`src/rtl/spi_frontend_pkg.sv`:
```
// Shared constants for the SPI input front end: idle pad levels, default
// debounce wait, channel indices and counter widths.
package spi_frontend_pkg;

  localparam logic SCK_IDLE  = 1'b0;
  localparam logic CS_IDLE   = 1'b1;
  localparam logic MOSI_IDLE = 1'b0;

  localparam int unsigned WAIT_DEFAULT = 3;

  // Debounce counter width; holds WAIT-1 for the full legal WAIT range 1..255.
  localparam int DB_CNT_W = 8;

  localparam int NUM_CH = 3;
  localparam int SCK    = 0;
  localparam int CS     = 1;
  localparam int MOSI   = 2;

  localparam logic [NUM_CH-1:0] IDLE_VEC = {MOSI_IDLE, CS_IDLE, SCK_IDLE};

endpackage

```
`src/rtl/input_conditioner_ch.sv`:
```
// One pad channel: 2-flop synchronizer, counter debouncer, registered
// rise/fall pulses gated by en_i, and a glitch flag.
// Glitch flag is only built when SPI_FRONTEND_GLITCH_CNT_EN is defined.
module input_conditioner_ch
  import spi_frontend_pkg::*;
#(
  parameter int unsigned WAIT = WAIT_DEFAULT,
  parameter logic        IDLE = 1'b0
) (
  input  logic clk,
  input  logic rst_n,
  input  logic raw_i,
  input  logic en_i,
  output logic cond_o,
  output logic rise_o,
  output logic fall_o,
  output logic glitch_o
);

  localparam logic [DB_CNT_W-1:0] CNT_MAX = DB_CNT_W'(WAIT - 1);

  logic                sync1_q, sync2_q;
  logic                cond_q, cond_d;
  logic [DB_CNT_W-1:0] cnt_q, cnt_d;
  logic                rise_q, rise_d, fall_q, fall_d;
  logic                diff, upd;

  // Debounce next state: count while the synced level disagrees, accept at WAIT.
  always_comb begin
    diff   = sync2_q ^ cond_q;
    upd    = diff && (cnt_q == CNT_MAX);
    cnt_d  = '0;
    cond_d = cond_q;
    if (diff && !upd) cnt_d = cnt_q + 1'b1;
    if (upd)          cond_d = sync2_q;
    rise_d = upd &  sync2_q & en_i;
    fall_d = upd & ~sync2_q & en_i;
  end

  // Synchronizer, debounce state and edge pulses; everything resets to idle.
  always_ff @(posedge clk or negedge rst_n) begin
    if (!rst_n) begin
      sync1_q <= IDLE;
      sync2_q <= IDLE;
      cond_q  <= IDLE;
      cnt_q   <= '0;
      rise_q  <= 1'b0;
      fall_q  <= 1'b0;
    end else begin
      sync1_q <= raw_i;
      sync2_q <= sync1_q;
      cond_q  <= cond_d;
      cnt_q   <= cnt_d;
      rise_q  <= rise_d;
      fall_q  <= fall_d;
    end
  end

  assign cond_o = cond_q;
  assign rise_o = rise_q;
  assign fall_o = fall_q;

`ifdef SPI_FRONTEND_GLITCH_CNT_EN
  // A glitch: the input fell back to the accepted level before WAIT elapsed.
  assign glitch_o = (sync2_q == cond_q) && (cnt_q != '0);
`else
  assign glitch_o = 1'b0;
`endif

endmodule

```
`src/rtl/spi_input_frontend.sv`:
```
// SPI pad conditioner: three conditioned channels, SCK edges qualified by the
// conditioned chip select, frame pulses, and a saturating glitch counter.
// Optional: SPI_FRONTEND_GLITCH_CNT_EN builds the glitch counter; otherwise
// glitch_cnt is tied to 0.
module spi_input_frontend
  import spi_frontend_pkg::*;
#(
  parameter int unsigned WAIT     = WAIT_DEFAULT,
  parameter int          GLITCH_W = 8
) (
  input  logic                clk,
  input  logic                rst_n,
  input  logic                sck_raw,
  input  logic                cs_raw,
  input  logic                mosi_raw,
  output logic                sck_c,
  output logic                cs_c,
  output logic                mosi_c,
  output logic                sck_rise,
  output logic                sck_fall,
  output logic                frame_start,
  output logic                frame_end,
  output logic [GLITCH_W-1:0] glitch_cnt
);

  logic [NUM_CH-1:0] raw, en, cond, rise, fall, glitch;

  assign raw = {mosi_raw, cs_raw, sck_raw};
  // SCK edges count only when the frame was open before this update.
  assign en  = {1'b1, 1'b1, ~cond[CS]};

  for (genvar c = 0; c < NUM_CH; c++) begin : g_ch
    input_conditioner_ch #(
      .WAIT (WAIT),
      .IDLE (IDLE_VEC[c])
    ) u_ch (
      .clk      (clk),
      .rst_n    (rst_n),
      .raw_i    (raw[c]),
      .en_i     (en[c]),
      .cond_o   (cond[c]),
      .rise_o   (rise[c]),
      .fall_o   (fall[c]),
      .glitch_o (glitch[c])
    );
  end

  assign sck_c       = cond[SCK];
  assign cs_c        = cond[CS];
  assign mosi_c      = cond[MOSI];
  assign sck_rise    = rise[SCK];
  assign sck_fall    = fall[SCK];
  assign frame_start = fall[CS];
  assign frame_end   = rise[CS];

  // MOSI is sampled by the core on sck_rise, so its own edges go nowhere.
  logic unused_mosi_edges;
  assign unused_mosi_edges = rise[MOSI] ^ fall[MOSI];

`ifdef SPI_FRONTEND_GLITCH_CNT_EN
  localparam int GW1 = GLITCH_W + 1;

  logic [GLITCH_W-1:0] glitch_cnt_q, glitch_cnt_d;
  logic [GLITCH_W:0]   gsum;

  // Sum simultaneous glitches with one spare bit; saturate on carry-out.
  always_comb begin
    gsum = {1'b0, glitch_cnt_q} + GW1'(glitch[SCK]) + GW1'(glitch[CS])
         + GW1'(glitch[MOSI]);
    glitch_cnt_d = gsum[GLITCH_W] ? '1 : gsum[GLITCH_W-1:0];
  end

  // Glitch accumulator register.
  always_ff @(posedge clk or negedge rst_n) begin
    if (!rst_n) glitch_cnt_q <= '0;
    else        glitch_cnt_q <= glitch_cnt_d;
  end

  assign glitch_cnt = glitch_cnt_q;
`else
  logic unused_glitch;
  assign unused_glitch = ^glitch;
  assign glitch_cnt    = '0;
`endif

endmodule
```
`config.mk`:
```
export PLATFORM = sky130hd
export DESIGN_NAME = spi_input_frontend
export DESIGN_NICKNAME = d
export VERILOG_FILES = /design/src/rtl/spi_frontend_pkg.sv /design/src/rtl/input_conditioner_ch.sv /design/src/rtl/spi_input_frontend.sv
export SDC_FILE = /design/constraint.sdc
export NUM_CORES = 1
export LEC_CHECK = 0
export CELL_PAD_IN_SITES_DETAIL_PLACEMENT = 1
export CELL_PAD_IN_SITES_GLOBAL_PLACEMENT = 1
export CORE_ASPECT_RATIO = 1.25
export CORE_UTILIZATION = 42
export CTS_BUF_LIST = sky130_fd_sc_hd__clkbuf_8
export CTS_CLUSTER_DIAMETER = 150
export DETAILED_ROUTE_END_ITERATION = 8
export GPL_TIMING_DRIVEN = 0
export PLACE_DENSITY = 0.89
export SLEW_MARGIN = 15
export SYNTH_ARGS = -nofsm -noshare
export SYNTH_HDL_FRONTEND = slang
export SYNTH_HIERARCHICAL = 1
export SYNTH_SLANG_ARGS = --single-unit
```
`constraint.sdc`:
```
create_clock -name clk -period 1.5 [get_ports clk]
set_input_delay 0.225 -clock clk [delete_from_list [all_inputs] [get_ports clk]]
set_output_delay 0.225 -clock clk [all_outputs]
set_load 0.01 [all_outputs]
```
; Yosys cells after proc, flatten, opt, wreduce, memory -nomap -nowiden
; Cells that the tools add are included.
[totals]
reg_bits = 37
inputBits = 5
elab_cells = 46
[classes]
add_sub_neg = 3
eq_ne = 3
n_mux = 3
bitwise_logic = 12
reduce_logical = 9
[op_table]
columns = cell, count
row1 = $add 8x1->8 const B, 3
row2 = $eq 8x2->1 const B, 3
row3 = $mux 8, 3
row4 = $and 1x1->1, 6
row5 = $logic_and 1x1->1, 6
row6 = $logic_not 1->1, 3
row7 = $not 1->1, 3
row8 = $xor 1x1->1, 3

; Longest topological paths before layout
[depth]
word_depth = 5
mapped_depth = 5

; Cells and area by module
; Netlist, hierarchy kept.
[modules_own_cells]
columns = module, n_inst, cells_each, area_each_um2
row1 = input_conditioner_ch (g_ch[0].u_ch ...), 2, 50, 604.3
row2 = input_conditioner_ch (g_ch[1].u_ch), 1, 50, 608.1
row3 = spi_input_frontend, 1, 11, 71.3

; Least setup slack after synthesis
; OpenSTA, ideal clock, no wires.
[synth_timing]
path_type = register to register
from = register g_ch[0].u_ch.cnt_q[0]
to = register g_ch[0].u_ch.cond_q
setup_time_ns = 0.127
arrival_time_ns = 1.526
path_slack_ns = -0.154
path_stages_with_launch = 6
cell_sequence = dfrtp_1 > inv_1 > ha_1 > or4b_4 > nor2_4 > mux2_1
[synth_via]
elab_chain_len = 2
[synth_lines]
columns = item, line
row1 = start: declaration, input_conditioner_ch.sv:24  ; logic [DB_CNT_W-1:0] cnt_q, cnt_d;
row2 = start signal: assignment, input_conditioner_ch.sv:53  ; cnt_q <= cnt_d;
row3 = $eq 8x2->1, input_conditioner_ch.sv:31  ; upd = diff && (cnt_q == CNT_MAX);
row4 = $logic_and 1x1->1, input_conditioner_ch.sv:31
row5 = end signal: assignment, input_conditioner_ch.sv:52  ; cond_q <= cond_d;
row6 = end: declaration, input_conditioner_ch.sv:23  ; logic cond_q, cond_d;
; No other way between the ends.
; A chain may end at the register's enable or synchronous reset.

; Worst setup path in the final report
; Ends and elaborated chain as after synthesis.

==> flow_summary.json <==
{
  "global_route.usage.met2": 0.3883,
  "dp_hpwl_um": 2499,
  "failed_checks": "negative setup slack",
  "max_freq_mhz": 614.0,
  "cpMaxStageDelayCell": "or4b_4",
  "irDropWorstVdd_mv": 0.6493,
  "total_power_mw": 3.623,
  "portBuffers": 11,
  "dieArea_um2": 4514,
  "yosysWarnings": 6,
  "worstPathCellList": "inv_1 -> ha_1 -> or4b_4 -> nor2_4 -> mux2_4",
  "fin_ws_ps": -128.8,
  "num_vias": 1225,
  "num_rows": 26,
  "use_met3": 0.04983,
  "dr.first_iter.drc_count": 17,
  "outcome": "complete, but fails checks",
  "whs_ps": 317.1,
  "rsz0062_at_grt": "true",
  "clk_pin_slew_ps": 80,
  "overflow": 0,
  "antenna_cells": 0,
  "avgSynthCellArea_um2": 11.82,
  "cts_tree": "built",
  "vias_per_cell": 4.940,
  "pwr_density_cell_nw_per_um2": 1576,
  "cellLeakagePower_nw": 0.9927,
  "wl_per_cell_um": 16.53,
  "crit_family": "simple AND/OR/NAND/NOR gates",
  "critPathBufInv": 1,
  "drt-pass1-iter-count": 3,
  "synth_area_um2": 1784,
  "maxCapViolations": 0,
  "use_met1": 0.2071,
  "worstPathArrival_ps": 1810,
  "crit_path_end_kind": "register",
  "finalWirelength_um": 4100,
  "clock_skew_ps": 6.393,
  "cts.sinks": 37,
  "setup_viol": 25,
  "die_x_um": 60.30,
  "clock_latency_ps": 290,
  "grt_pass1_vias": 1372,
  "antenna_found_initial": 0,
  "num-nets-final": 202,
  "finalCritPeriodShare": 1.086,
  "grtUsageTotal": 0.2079,
  "grt_busiest_layer": "met2",
  "root_buffer": "clkbuf_8",
  "layout-drive-gt1-share": 0.3958,
  "slew_viol_final": 0,
  "cp.required_ps": 1680,
  "hp-class": "primary input to asynchronous set/reset pin",
  "critical_path.max_stage_delay_ps": 500,
  "coreArea_um2": 4066,
  "die_y_um": 74.87,
  "routabilityCongestion": 0.7677,
  "area_growth_pct": 28.82,
  "cts_buffers": 5,
  "grt_pass1_wl_um": 6548,
  "cp-start-kind": "register",
  "final-hold-violation-count": 0,
  "finalCriticalPeriod_ps": 1629,
  "drc": 0,
  "initial_core_util": 0.4388,
  "boundaryPins": 20,
  "crit_path_max_fanout": 3,
  "clk_path_buf_depth": 2,
  "cts.htree.levels": 2,
  "drtAntennaViolNets": 0,
  "syn-instance-count": 151,
  "grt_max_degree": 32,
  "path_class": "register to register"
}
flip-flops by register name, indices dropped and copies added (netlist names):
name / flops
g_ch.u_ch/sync1_q: 3
g_ch.u_ch/cnt_q: 24
g_ch.u_ch/cond_o: 3
g_ch.u_ch/fall_o: 2
g_ch.u_ch/sync2_q: 3
g_ch.u_ch/rise_o: 2
layout by cell type, fill, tap and decap left out, types with 5 or more instances in the layout:
cell type and instances:
o21ai_0 9, inv_1 5, nor2_2 15, conb_1 10, or3_1 9, a21oi_2 7, buf_4 17, xor2_1 6
clkbuf_8 6, nand3_1 12, clkdlybuf4s50_1 9, dfrtp_1 32, xnor2_1 6
metrics by stage:
| stage | utilization | setup TNS [ps] | std cells | setup slack [ps] | cell area, µm² |
|---|---|---|---|---|---|
| after CTS | 0.5569 | -1309 | 246 | -124.2 | 2265 |
| final | 0.5652 | -1167 | 248 | -128.8 | 2298 |
| after detailed placement | 0.4969 | -3283 | 227 | -196.3 | 2021 |
| after global routing | 0.5652 | -2173 | 248 | -157.1 | 2298 |
| after global placement | 0.4932 | -23150 | 226 | -594.1 | 2006 |
| after floorplan | - | -359.2 | 159 | -117.0 | 1826 |
final cells by class:
cell class / count / area [µm²]
Fill cell: 443 / 1768
Buffer: 8 / 60.06
Timing Repair Buffer: 25 / 261.5
Inverter: 7 / 26.28
Multi-Input combinational cell: 107 / 828.3
Tap cell: 56 / 70.07
Sequential cell: 37 / 932.1
Clock inverter: 2 / 37.54
Clock buffer: 6 / 82.58
report_power, final:
group | leakage [nW] | switching [mW] | total, mW | internal, mW
sequential | 0.484 | 0.136 | 1.29 | 1.15
clock | 0.0574 | 0.363 | 0.904 | 0.540
combinational | 0.451 | 0.673 | 1.43 | 0.758
metal layers:
| metal | vias to the layer above | part of all wire |
|---|---|---|
| met3 | 10 | 0.022 |
| li1 | 584 | - |
| met4 | 0 | 0.028 |
| met2 | 22 | 0.59 |
| met1 | 609 | 0.36 |
| met5 | - | 0 |
final timing paths:
path	from	endpoint	slack, ps	cells after the start
worst max-delay path	g_ch[0].u_ch/cnt_q[0]	g_ch[0].u_ch/cond_o	-130	5
worst min-delay path	rst_n	g_ch[1].u_ch/cnt_q[2]	320	2
worst max register to register	g_ch[0].u_ch/cnt_q[0]	g_ch[0].u_ch/cond_o	-130	5
worst min register to register	g_ch[2].u_ch/sync1_q	g_ch[2].u_ch/sync2_q	360	0
max in group asynchronous	rst_n	g_ch[1].u_ch/sync2_q	690	3
min in group clk	cs_raw	g_ch[1].u_ch/sync1_q	340	1
what timing repair did:
action                     4_1_cts  5_1_grt
pin swaps                        3        5
hold buffers                     1        0
resized for setup                5        4
buffers inserted                10        2
setup endpoints to repair       30       29
hold endpoints to repair         6        0
worst reg2reg max path: stages, from the launching register on:
cell and delay [ps]:
dfrtp_1 380, inv_1 60, ha_1 140, or4b_4 500
nor2_4 140, mux2_4 300
Power figures use the tool's default switching activity.
